===== config.mk =====
export PLATFORM = sky130hd
export DESIGN_NAME = ppi_bus_arbiter
export DESIGN_NICKNAME = d
export VERILOG_FILES = /design/src/rtl/ppi_bus_arbiter.sv
export SDC_FILE = /design/constraint.sdc
export NUM_CORES = 1
export LEC_CHECK = 0
export BUFFER_PORTS_ARGS = -buffer_cell sky130_fd_sc_hd__clkbuf_2
export CAP_MARGIN = 5
export CORE_MARGIN = 8
export CORE_UTILIZATION = 40
export CTS_BUF_LIST = sky130_fd_sc_hd__clkbuf_8 sky130_fd_sc_hd__clkbuf_16
export DETAILED_ROUTE_END_ITERATION = 8
export PLACE_DENSITY = 0.76
export SLEW_MARGIN = 20
export SYNTH_ARGS = -nofsm -noshare
export SYNTH_HDL_FRONTEND = slang
export SYNTH_SLANG_ARGS = --single-unit

===== constraint.sdc =====
create_clock -name clk_sys -period 3.55 [get_ports clk_sys]
set_clock_uncertainty 0.05 [all_clocks]
set_input_delay 0.71 -clock clk_sys [delete_from_list [all_inputs] [get_ports clk_sys]]
set_output_delay 0.71 -clock clk_sys [all_outputs]
set_load 0.02 [all_outputs]

===== src/rtl/ppi_bus_arbiter.sv =====
// ppi_bus_arbiter
//   Shares one 8255-style PPI register port between two requesters. A
//   transaction is captured in IDLE, presented for one SETUP cycle, optionally
//   strobed (ppi_we_n low for STROBE_CYCLES cycles), and acknowledged in DONE
//   with a one-cycle ackN pulse to the requester that owned the port.
//
//   Configuration macro: PPI_ARB_RR_EN
//     undefined : fixed priority, requester 0 wins a tie.
//     defined   : round-robin, the requester not served last wins a tie.
//
//   Ports
//     clk_sys, reset          : clock, synchronous active-high reset
//     reqN/addrN/wrN/wdataN   : requester N transaction (held until ackN)
//     ackN                    : one-cycle completion pulse to requester N
//     rdataN                  : requester N read data, registered
//     ppi_addr/ppi_idata      : address and write data to the PPI
//     ppi_we_n                : PPI write strobe, active low, registered
//     ppi_odata               : combinational read data from the PPI
//     busy/grant              : transaction in flight / owning requester
module ppi_bus_arbiter #(
    parameter int unsigned STROBE_CYCLES = 1
) (
    input  logic       clk_sys,
    input  logic       reset,
    input  logic       req0,
    input  logic [1:0] addr0,
    input  logic       wr0,
    input  logic [7:0] wdata0,
    input  logic       req1,
    input  logic [1:0] addr1,
    input  logic       wr1,
    input  logic [7:0] wdata1,
    output logic       ack0,
    output logic       ack1,
    output logic [7:0] rdata0,
    output logic [7:0] rdata1,
    output logic [1:0] ppi_addr,
    output logic       ppi_we_n,
    output logic [7:0] ppi_idata,
    input  logic [7:0] ppi_odata,
    output logic       busy,
    output logic       grant
);

    typedef enum logic [1:0] {IDLE, SETUP, STROBE, DONE} state_t;

    localparam logic [3:0] STROBE_LAST = 4'(STROBE_CYCLES - 1);

    state_t     state, state_next;
    logic [3:0] strb_cnt, strb_cnt_next;
    logic       wr_q;
    logic       any_req;
    logic       win;

    assign any_req = req0 | req1;

`ifdef PPI_ARB_RR_EN
    // Index of the requester granted most recently; a tie goes to the other one.
    logic last_served;
    assign win = (req0 & req1) ? ~last_served : ~req0;
`else
    assign win = ~req0;
`endif

    always_comb begin
        // NOTE: every signal driven here gets a default first, so no branch can leave one unassigned and infer a latch.
        state_next    = state;
        strb_cnt_next = '0;
        busy          = 1'b1;
        ack0          = 1'b0;
        ack1          = 1'b0;
        case (state)
            IDLE: begin
                busy = 1'b0;
                if (any_req) state_next = SETUP;
            end
            SETUP: state_next = wr_q ? STROBE : DONE;
            STROBE: begin
                if (strb_cnt == STROBE_LAST) state_next = DONE;
                else strb_cnt_next = strb_cnt + 4'd1;
            end
            DONE: begin
                ack0       = ~grant;
                ack1       = grant;
                state_next = IDLE;
            end
            default: state_next = IDLE;
        endcase
    end

    always_ff @(posedge clk_sys) begin
        if (reset) begin
            // NOTE: rdata is host-visible state and is cleared on reset along with the control registers.
            state     <= IDLE;
            strb_cnt  <= '0;
            ppi_we_n  <= 1'b1;
            ppi_addr  <= '0;
            ppi_idata <= '0;
            grant     <= 1'b0;
            wr_q      <= 1'b0;
            rdata0    <= '0;
            rdata1    <= '0;
`ifdef PPI_ARB_RR_EN
            last_served <= 1'b1;
`endif
        end else begin
            // NOTE: non-blocking assignments so every register here updates from the same pre-edge values.
            state    <= state_next;
            strb_cnt <= strb_cnt_next;
            // Strobe is registered off the next state so the PPI sees a clean edge.
            ppi_we_n <= (state_next != STROBE);

            // Requester inputs are captured only here; later changes are ignored.
            if (state == IDLE && any_req) begin
                grant     <= win;
                ppi_addr  <= win ? addr1  : addr0;
                ppi_idata <= win ? wdata1 : wdata0;
                wr_q      <= win ? wr1    : wr0;
`ifdef PPI_ARB_RR_EN
                last_served <= win;
`endif
            end

            if (state == SETUP && !wr_q) begin
                if (grant) rdata1 <= ppi_odata;
                else       rdata0 <= ppi_odata;
            end
        end
    end

endmodule


After elaboration in Yosys (flattened, before gate mapping)
Cells that the tools add are included.
W data, S select, Z words.
{"block": "word_totals", "rom_bits": 0, "mem_count": 0, "in_bits": 34, "output_inout_bits": 31, "ram_bits": 0, "latchBits": 0, "register_bits": 35, "elab_cells": 36}
{"block": "op_classes", "addsub": 1, "n_eq_ne": 4, "shifts": 0, "reduce_logical": 8, "order_cmp": 0, "mul": 0, "bitwise_logic": 4, "n_div": 0, "n_mux": 10}
{"operator": "$mux W8", "n": 1}
{"operator": "$pmux W2 S4", "n": 1}
{"operator": "$mux W2", "n": 3}
{"operator": "$mux W1", "n": 5}
{"operator": "$add A4 B1 Y4 const B", "n": 1}
{"operator": "$eq A2 B2 Y1 const B", "n": 2}
{"operator": "$logic_not A4 Y1", "n": 1}
{"operator": "$reduce_and A2 Y1", "n": 2}
{"operator": "$not A1 Y1", "n": 3}
{"operator": "$reduce_or A3 Y1", "n": 1}
{"operator": "$eq A2 B1 Y1 const B", "n": 1}
{"operator": "$logic_and A1 B1 Y1", "n": 2}
{"operator": "$logic_not A2 Y1", "n": 1}
{"operator": "$ne A2 B2 Y1 const B", "n": 1}
{"operator": "$logic_not A1 Y1", "n": 1}
{"operator": "$or A1 B1 Y1", "n": 1}

Logic depth before layout (Yosys ltp)
Gate-level depths: netlist of the first run.
{"block": "logic_depth", "depth_word": 4, "mapped_depth": 6, "depth_no_buf": 5}

Worst setup path before layout of the first run
Ideal clock, no wire load.
{"block": "synth_path", "path_type": "register to output", "startpoint": "register grant", "endpoint": "output ack1", "arrival_ns": 1.037, "path_slack_ns": 1.753, "path_stages_with_launch": 3, "required_time_ns": 2.790, "n_path_buf": 1, "cell_sequence": "dfxtp_1 clkbuf_1 and2_1"}
{"block": "synth_via", "elab_chain_len": 1}
{"element": "start, declared", "line_no": "42", "text": "output logic grant"}
{"element": "start signal, assigned", "line_no": "115", "text": "grant <= win;"}
{"element": "$mux W1", "line_no": "72", "text": "case (state)"}
{"element": "end, declared", "line_no": "34", "text": "output logic ack1,"}
No other way between the ends.

Worst setup path after layout of the first run
Same ends and word-level chain as after synthesis.

==> results of run 1 <==
-- stage by stage --
stage / cells / instance area, µm² / hold WS, ns / util [%]
after CTS: 263 / 1918 / 0.4052 / 52.79
final: 263 / 1918 / 0.4079 / 52.79
after floorplan: 154 / 1503 / 0.3800 / -
after global placement: 256 / 1831 / 0.3920 / 50.38
after global routing: 263 / 1918 / 0.4186 / 52.79
after detailed placement: 256 / 1831 / 0.3967 / 50.38
-- layout by cell type (no fill, tap or decap), types with 6 or more instances in the layout --
master	instances
dfxtp_1	35
nor2_1	23
a21oi_1	9
ha_1	7
nand3_1	9
inv_1	6
mux2i_1	19
clkbuf_2	64
nand2_1	8
a211oi_1	12
clkbuf_8	6
-- per-layer routing --
layer / GRT usage, % / vias up / share of wire, %
li1: - / 645 / -
met1: 13.66 / 592 / 45
met2: 19.88 / 46 / 45
met3: 5.594 / 7 / 8.1
met4: 6.792 / 0 / 2.3
met5: 0 / - / 0
-- power by group --
part	leakage (nW)	internal, mW	total (mW)	switching [mW]
sequential	0.286	0.487	0.553	0.0667
combinational	0.544	0.218	0.573	0.355
clock	0.0470	0.152	0.286	0.134
-- cell type report --
cell class                      count  area share, %
Multi-Input combinational cell    103          37.90
Sequential cell                    35          36.53
Timing Repair Buffer               64          16.70
Clock buffer                        6          4.305
Tap cell                           48          3.131
Inverter                            6          1.174
Clock inverter                      1         0.2609
-- state kept, by name (all words and copies together), names as in the netlist --
| register | cells |
|---|---|
| grant | 1 |
| ppi_addr | 2 |
| ppi_idata | 8 |
| ppi_we_n | 1 |
| rdata0 | 8 |
| rdata1 | 8 |
| state | 2 |
| strb_cnt | 4 |
| wr_q | 1 |
-- final timing paths --
check / startpoint / endpoint / slack (ns) / depth (start not counted)
worst max-delay path: grant / ack1 / 1.48 / 2
worst min-delay path: rdata1[4] / rdata1[4] / 0.41 / 2
worst max register to register: state[0] / rdata0[0] / 1.69 / 4
worst min register to register: rdata1[4] / rdata1[4] / 0.41 / 2
-- worst max-delay path, stage by stage (launching register included) --
cell and delay, ns:
dfxtp_1 0.65, and2_1 0.21, clkbuf_2 0.16
-- logic make-up (layout without fill, tap and decap cells) --
logic type | after synthesis | in the layout | share of synthesized area [%]
and+or+nand+nor | 51 | 51 | 16.90
DFF | 35 | 35 | 46.63
AOI/OAI and AO/OA | 24 | 24 | 11.49
muxes | 19 | 19 | 12.66
buffers and inverters | 16 | 77 | 5.328
adders and majority gates | 7 | 7 | 5.828
xor gates and xnor gates | 2 | 2 | 1.166
==> impl_results.md, run 1 <==
* Maximum vdd drop at just under 0.0003 V
* # H-tree levels at 2
* Worst-Skew Late Latency at 0.28 ns
* First-pass GRT wire length at around 6200 µm
* Vias post-DR at about 1,300
* Fill cells at approximately 350
* PD cells at ~740 mW/mm²
* Post-synth EDFFs at 0
* Share of cells above drive strength 1 at between 30 and 40%
* Worst setup SP type: flop
* FP Rows at 22
* Critical path type: reg -> out
* Final RePlAce weighted congestion at ~0.71
* Worst-margin pin slew at about 0.85 ns
* Final Cycle Share at approximately three fifths
* Status: finished, final reports clean
* MaxCap Viol Count at 0
* Synth Net Count at between 150 and 200
* Clock Tree Buf Depth at 2
* Antenna violations before repair at 0
* Mapped cell area at approximately 0.0015 mm²
* Slew HR at around 43%
* Unique masters post-synth at 27
* Nets at approximately 260
* Final min period at 2.070 ns
* RSZ-0062 raised after global routing: no
* Sequential share of the synthesized area at a little under half
* Register area at roughly 700 µm²
* Post-DR vias/cell at around 4.9
* Worst-path clk slew at around 0.07 ns
* P_leak at approximately 0.88 nW
* CP endpoint kind: output pin
* Count leader, synth: dfxtp_1
* Total gr overflow at 0
* CP required at 2.79 ns
* Largest net degree at the start of global routing at 32
* Num Clock Sinks at 35
* Hold crit path type: reg -> reg
* DRC viols at 0
* CTS Buf Count at 5
* Most common flop cell mapped by yosys: dfxtp_1
* GRT Total Usage at between 10% and 20%
* Total chip power at 1.413 mW
* Hold-fix buffers at CTS at 0
* ANT nets after route at 0
* Area delta synth->final at 27.64%
* Synth Register Bits at 35
* Post-CTS setup buffer count at 0
* Final setup vio count at 0
* Asr flop ratio synth at 0%
* Initial DRC count at 62
* Avg Inst Size Synth at between 9 and 10 µm²
* Buffers on Ports at 64
* IO Count at 65
* Die X at a little under 80 µm
* Setup TNS at 0 ns
* CTS tree: built
* Routed length per instance at approximately 13 µm
* Die ar. at between 0.005 and 0.006 mm²
* YS warnings at 0
* Root Buffer: clkbuf_8
* Starting Density at between 40 and 50%
* Router iterations before antenna repair at 6
* Multi-input gate area at about 730 µm²
* Ranking of synthesized cells by area: dfxtp_1, mux2i_1, a211oi_1, ha_1, nor2_1
* Critical path peak fanout at 14
* Arr. time, crit path at roughly 1.3 ns
* Hold Fails Final Rpt at 0
* Final Max Slew Viols at 0
* Post-synth top area cell: dfxtp_1
* Chip height at roughly 77 µm
* Core area at between 0.003 and 0.004 mm²
* Vias in the first global route at between 1,000 and 1,500
* HPWL Detailed at 2685 µm
* PnR worst setup slack at about 1.5 ns
* Pre-CTS setup slack at around 1.4 ns
* Routed WL at 3538 µm
* Resized cells post-CTS at 0
* Synth Instances at approximately 150
* Top cell type's share of synthesized area at a little under half
* # diodes at 0
* Fmax at roughly 480 MHz
* Synth cell count leaders: dfxtp_1, nor2_1, mux2i_1
No activity file was read; power rests on OpenSTA's default activity.
==> inputs of run 2 (changes only) <==
==> constraint.sdc (replaced) <==
create_clock -name clk_sys -period 2 [get_ports clk_sys]
set_clock_uncertainty 0.05 [all_clocks]
set_input_delay 0.4 -clock clk_sys [delete_from_list [all_inputs] [get_ports clk_sys]]
set_output_delay 0.4 -clock clk_sys [all_outputs]
set_load 0.02 [all_outputs]
==> run 2 against run 1 <==
  * Final area rose by 1.6%
  * Power rose by 78%
  * Clock-buffer cell count is 1 lower
  * Highest routed layer unchanged
  * Combinational power increased by 87%
  * Largest power group unchanged
  * Die area unchanged
  * Global-route usage shrank 0.45 points
  * Hold slack worse by 0.092 ns
==> impl_results.md, run 2 (synthesis gave the netlist of run 1 again) <==
* Worst hold slack at 0.3163 ns
* Die X at a little under 80 µm
* Reg2Reg Launch Point: state[0]
* Worst-Skew Late Latency at 0.28 ns
* Worst setup SP type: flop
* Status: finished, final reports clean
* Commonest non-fill, non-tap cell in the layout: clkbuf_2
* Arr. time, crit path at 1.31 ns
* Fill cells at 368
* DRC viols at 0
* Num Clock Sinks at 35
* Reg2Reg Depth at 5
* Crit path launch: state[0]
* Largest net degree at the start of global routing at 27
* # diodes at 0
* Hold_sp: ppi_odata[1]
* Critical path peak fanout at 5
* HPWL Detailed at between 2000 and 3000 µm
* Core area at 0.003633 mm²
* RSZ-0062 raised after global routing: no
* Routed length per instance at between 10 and 15 µm
* Sequential fraction of design power at 39.1%
* Maximum vdd drop at 0.0009202 V
* PnR worst setup slack at roughly 0.24 ns
* Share of cells above drive strength 1 at 36.65%
* Switching Share at 39.37%
* CTS tree: built
* Root Buffer: clkbuf_8
* Hold Fails Final Rpt at 0
* Most frequent cells in the layout: clkbuf_2, dfxtp_1, nor2_1
* Placed cell areas at approximately 0.0019 mm²
* Final Cycle Share at 87.99%
* Post-route cell area at between 0.0015 and 0.002 mm²
* Final min period at roughly 1.8 ns
* FP Rows at 22
* Power share of the clock group at 18.5%
* R2r endpoint: rdata1[7]
* Die ar. at roughly 0.006 mm²
* Critical path type: reg -> out
* Biggest regs: ppi_idata x8, rdata0 x8, rdata1 x8
* Clock Tree Buf Depth at 2
* Final Non-Filler Cells at about 270
* CP endpoint: busy
* Starting Density at between 40% and 50%
* CP endpoint kind: output pin
* Register area at around 700 µm²
* NetSw at ~0.99 mW
* Final setup vio count at 0
* Fmax at 568.3 MHz
* Worst-margin pin slew at 0.4799 ns
* GRT Total Usage at between 10% and 20%
* Hold crit path type: in -> reg
* Initial DRC count at just over 60
* Buffers on Ports at between 60 and 70
* First-pass GRT wire length at 6051 µm
* Vias in the first global route at between 1,000 and 1,500
* P_leak at between 0.9 and 1 nW
* Area delta synth->final at 29.73%
* Final Max Slew Viols at 0
* Hold-fix buffers at CTS at 0
* Router iterations before antenna repair at 4
* Antenna violations before repair at 0
* Internal Pwr Total at 1.523 mW
* Final RePlAce weighted congestion at around 0.76
* Power share of the combinational group at between 40% and 50%
* IO Count at 65
* Chip height at approximately 77 µm
* Pre-CTS setup slack at 0.4567 ns
* DP Cell Count at between 200 and 300
* Vias post-DR at between 1,000 and 1,500
* PD cells at approximately 1300 mW/mm²
* ANT nets after route at 0
* Worst-path clk slew at 0.07 ns
* Nets at roughly 260
* Resized cells post-CTS at 0
* MaxCap Viol Count at 0
* Post-CTS setup buffer count at 0
* CP required at between 1.5 and 2 ns
* Total gr overflow at 0
* R2r setup slk at between 0.4 and 0.5 ns
* CTS Buf Count at 5
* # H-tree levels at 2
* Routed WL at 3497 µm
* Multi-input gate area at just over 700 µm²
* Post-DR vias/cell at approximately 4.8
* Post-layout util at around 54%
* Total chip power at approximately 2.5 mW
* Slew HR at slightly below 70%
* Setup TNS at 0 ns
[run 2: final cells by class]
type | instances | share of cell area [%]
clock buffer | 5 | 3.530
clock inverter | 3 | 0.6418
inverter | 6 | 1.155
multi-input combinational | 103 | 37.29
sequential | 35 | 35.94
tap | 48 | 3.081
timing repair buffer | 69 | 18.36
[run 2: power groups by stage]
stage / Sequential [mW] / Combinational [mW] / Clock, mW
5_1_grt: 1.01 / 1.17 / 0.509
3_3_place_gp: 0.991 / 1.05 / 0
6_report: 0.982 / 1.07 / 0.463
4_1_cts: 0.984 / 1.09 / 0.471
2_1_floorplan: 1.13 / 0.617 / 0
3_5_place_dp: 0.998 / 1.08 / 0
[run 2: critical path, cell delays in order (launching register included)]
cell and delay [ns]:
dfxtp_1 0.42, inv_1 0.11, ha_1 0.27, inv_1 0.07
clkbuf_2 0.16
[run 2: worst min-delay path by stage]
stage | cells past startpoint | endpoint | slack (ns)
2_1_floorplan | 1 | strb_cnt[0] | 0.38
3_3_place_gp | 2 | rdata1[1] | 0.39
3_5_place_dp | 2 | rdata1[7] | 0.40
4_1_cts | 3 | rdata1[3] | 0.32
5_1_grt | 3 | rdata1[5] | 0.32
6_report | 3 | rdata1[1] | 0.32
[run 2: layer usage]
layer | global-route usage, % | vias to the layer above | routed length, µm | part of all wire, %
met5 | 0 | - | 0 | 0
met4 | 3.396 | 0 | 43 | 1.2
met3 | 6.061 | 4 | 261 | 7.5
met2 | 19.12 | 40 | 1595 | 46
met1 | 13.95 | 573 | 1596 | 46
li1 | - | 663 | - | -
==> inputs of run 3 (changes only) <==
--- a/config.mk
+++ b/config.mk
@@ -7,11 +7,13 @@
 export LEC_CHECK = 0
 export BUFFER_PORTS_ARGS = -buffer_cell sky130_fd_sc_hd__clkbuf_2
 export CAP_MARGIN = 5
+export CORE_ASPECT_RATIO = 0.75
 export CORE_MARGIN = 8
-export CORE_UTILIZATION = 40
+export CORE_UTILIZATION = 46
 export CTS_BUF_LIST = sky130_fd_sc_hd__clkbuf_8 sky130_fd_sc_hd__clkbuf_16
 export DETAILED_ROUTE_END_ITERATION = 8
-export PLACE_DENSITY = 0.76
+export GPL_ROUTABILITY_DRIVEN = 0
+export PLACE_DENSITY = 0.85
 export SLEW_MARGIN = 20
 export SYNTH_ARGS = -nofsm -noshare
 export SYNTH_HDL_FRONTEND = slang
==> run 3 against run 2 <==
  * Final cell count shrank 3.0%
  * Critical path type unchanged
  * Sequential share of layout area shrank 0.48 points
  * Maximum frequency shrank 0.54%
  * Sequential power is essentially flat
  * Highest routed layer unchanged
  * Clock power grew 41%
  * Register-to-register slack lost 0.03 ns
  * Critical endpoint unchanged
  * Wire length shrank 3.1%
  * Sequential cell count is the same
==> impl_results.md, run 3 (synthesis gave the netlist of run 1 again) <==
* Status: finished, final reports clean
* Root Buffer: clkbuf_8
* DRC viols at 0
* Starting Density at a little under half
* # H-tree levels at 2
* Post-DR vias/cell at just under 5
* Clock Tree Buf Depth at 2
* Area delta synth->final at 31.47%
* Initial DRC count at 56
* Worst Path Buf+Inv at 3
* IO Count at 65
* Hold Fails Final Rpt at 0
* Largest net degree at the start of global routing at 23
* FP Rows at 18
* Worst-margin pin slew at 0.5465 ns
* Chip height at around 66 µm
* Nets at 261
* GRT Total Usage at a little over an eighth
* Maximum vdd drop at 0.0009201 V
* Routed WL at 3388 µm
* Final setup vio count at 0
* Slowest-stage cell, CP: dfxtp_1
* Routed length per instance at between 10 and 15 µm
* Die ar. at 0.005371 mm²
* Hold crit path type: in -> reg
* First-pass GRT wire length at around 5600 µm
* Worst setup SP type: flop
* Cells along the critical path: inv_1 > ha_1 > inv_1 > clkbuf_2
* Final Max Slew Viols at 0
* Share of cells above drive strength 1 at a little under two fifths
* Slew HR at about 64%
* PD cells at approximately 1400 mW/mm²
* Core area at about 0.0032 mm²
* Setup TNS at 0 ns
* Post-CTS setup buffer count at 0
* Worst-path clk slew at approximately 0.070 ns
* Arr. time, crit path at around 1.3 ns
* Fmax at roughly 570 MHz
* Worst-Skew Late Latency at ~0.28 ns
* Final Cycle Share at 88.46%
* Total chip power at about 2.7 mW
* Hold-fix buffers at CTS at 0
* Vias post-DR at about 1,300
* Antenna violations before repair at 0
* Critical path peak fanout at 5
* Num Clock Sinks at 35
* Most frequent cells in the layout: clkbuf_2, dfxtp_1, nor2_1
* Vias in the first global route at about 1,300
* Final min period at 1.769 ns
* Resized cells post-CTS at 0
* CP required at around 1.6 ns
* CTS tree: built
* RSZ-0062 raised after global routing: no
* Commonest non-fill, non-tap cell in the layout: clkbuf_2
* Total gr overflow at 0
* P_leak at 0.9170 nW
* HPWL Detailed at around 2700 µm
* Crit-path max cell delay at roughly 0.43 ns
* Critical path type: reg -> out
* ANT nets after route at 0
* CP endpoint kind: output pin
* Biggest regs: ppi_idata x8, rdata0 x8, rdata1 x8
* Crit path max-delay family: flip-flops
* # diodes at 0
* CTS Buf Count at 5
* Buffers on Ports at 64
* Router iterations before antenna repair at 4
* CP most frequent cell: inv_1
* Die X at roughly 82 µm
* MaxCap Viol Count at 0
[run 3: power breakdown]
part	switching, mW	internal [mW]	total, mW
combinational	0.646	0.427	1.07
clock	0.248	0.403	0.651
sequential	0.121	0.864	0.985
total	1.02	1.69	2.71
[run 3: path summary, 6_finish.rpt]
| check | to | start | depth (start not counted) | slack [ns] |
|---|---|---|---|---|
| max reg2reg | rdata1[7] | state[0] | 5 | 0.41 |
| min reg2reg | rdata1[6] | rdata1[6] | 2 | 0.41 |
| max | busy | state[0] | 4 | 0.23 |
| min | grant | req0 | 2 | 0.28 |
[run 3: per-layer routing]
metal	vias to the layer above	routed length, µm	global-route usage, %
met5	-	0	0
met4	0	39	5.895
met3	5	375	6.540
met2	55	1410	20.45
met1	553	1563	15.82
li1	660	-	-
[run 3: per-stage QoR]
stage | hold WS, ns | worst slack (ns) | area (µm²) | cells | utilization [%]
after floorplan | 0.3800 | 0.5129 | 1503 | 154 | -
after global placement | 0.3917 | 0.4878 | 1858 | 253 | 58.10
after detailed placement | 0.3958 | 0.4164 | 1858 | 253 | 58.10
after CTS | 0.2690 | 0.2046 | 1976 | 261 | 61.78
after global routing | 0.2770 | 0.1140 | 1976 | 261 | 61.78
final | 0.2826 | 0.2307 | 1976 | 261 | 61.78
[run 3: cell type report]
| cell class | count | area [µm²] |
|---|---|---|
| multi-input cells | 103 | 726.9 |
| clock inverters | 2 | 35.03 |
| clock buffers | 6 | 82.58 |
| inverters | 6 | 22.52 |
| fillers | 264 | 1222 |
| repair buffers | 69 | 357.8 |
| well taps | 40 | 50.05 |
| flip-flops and latches | 35 | 700.7 |
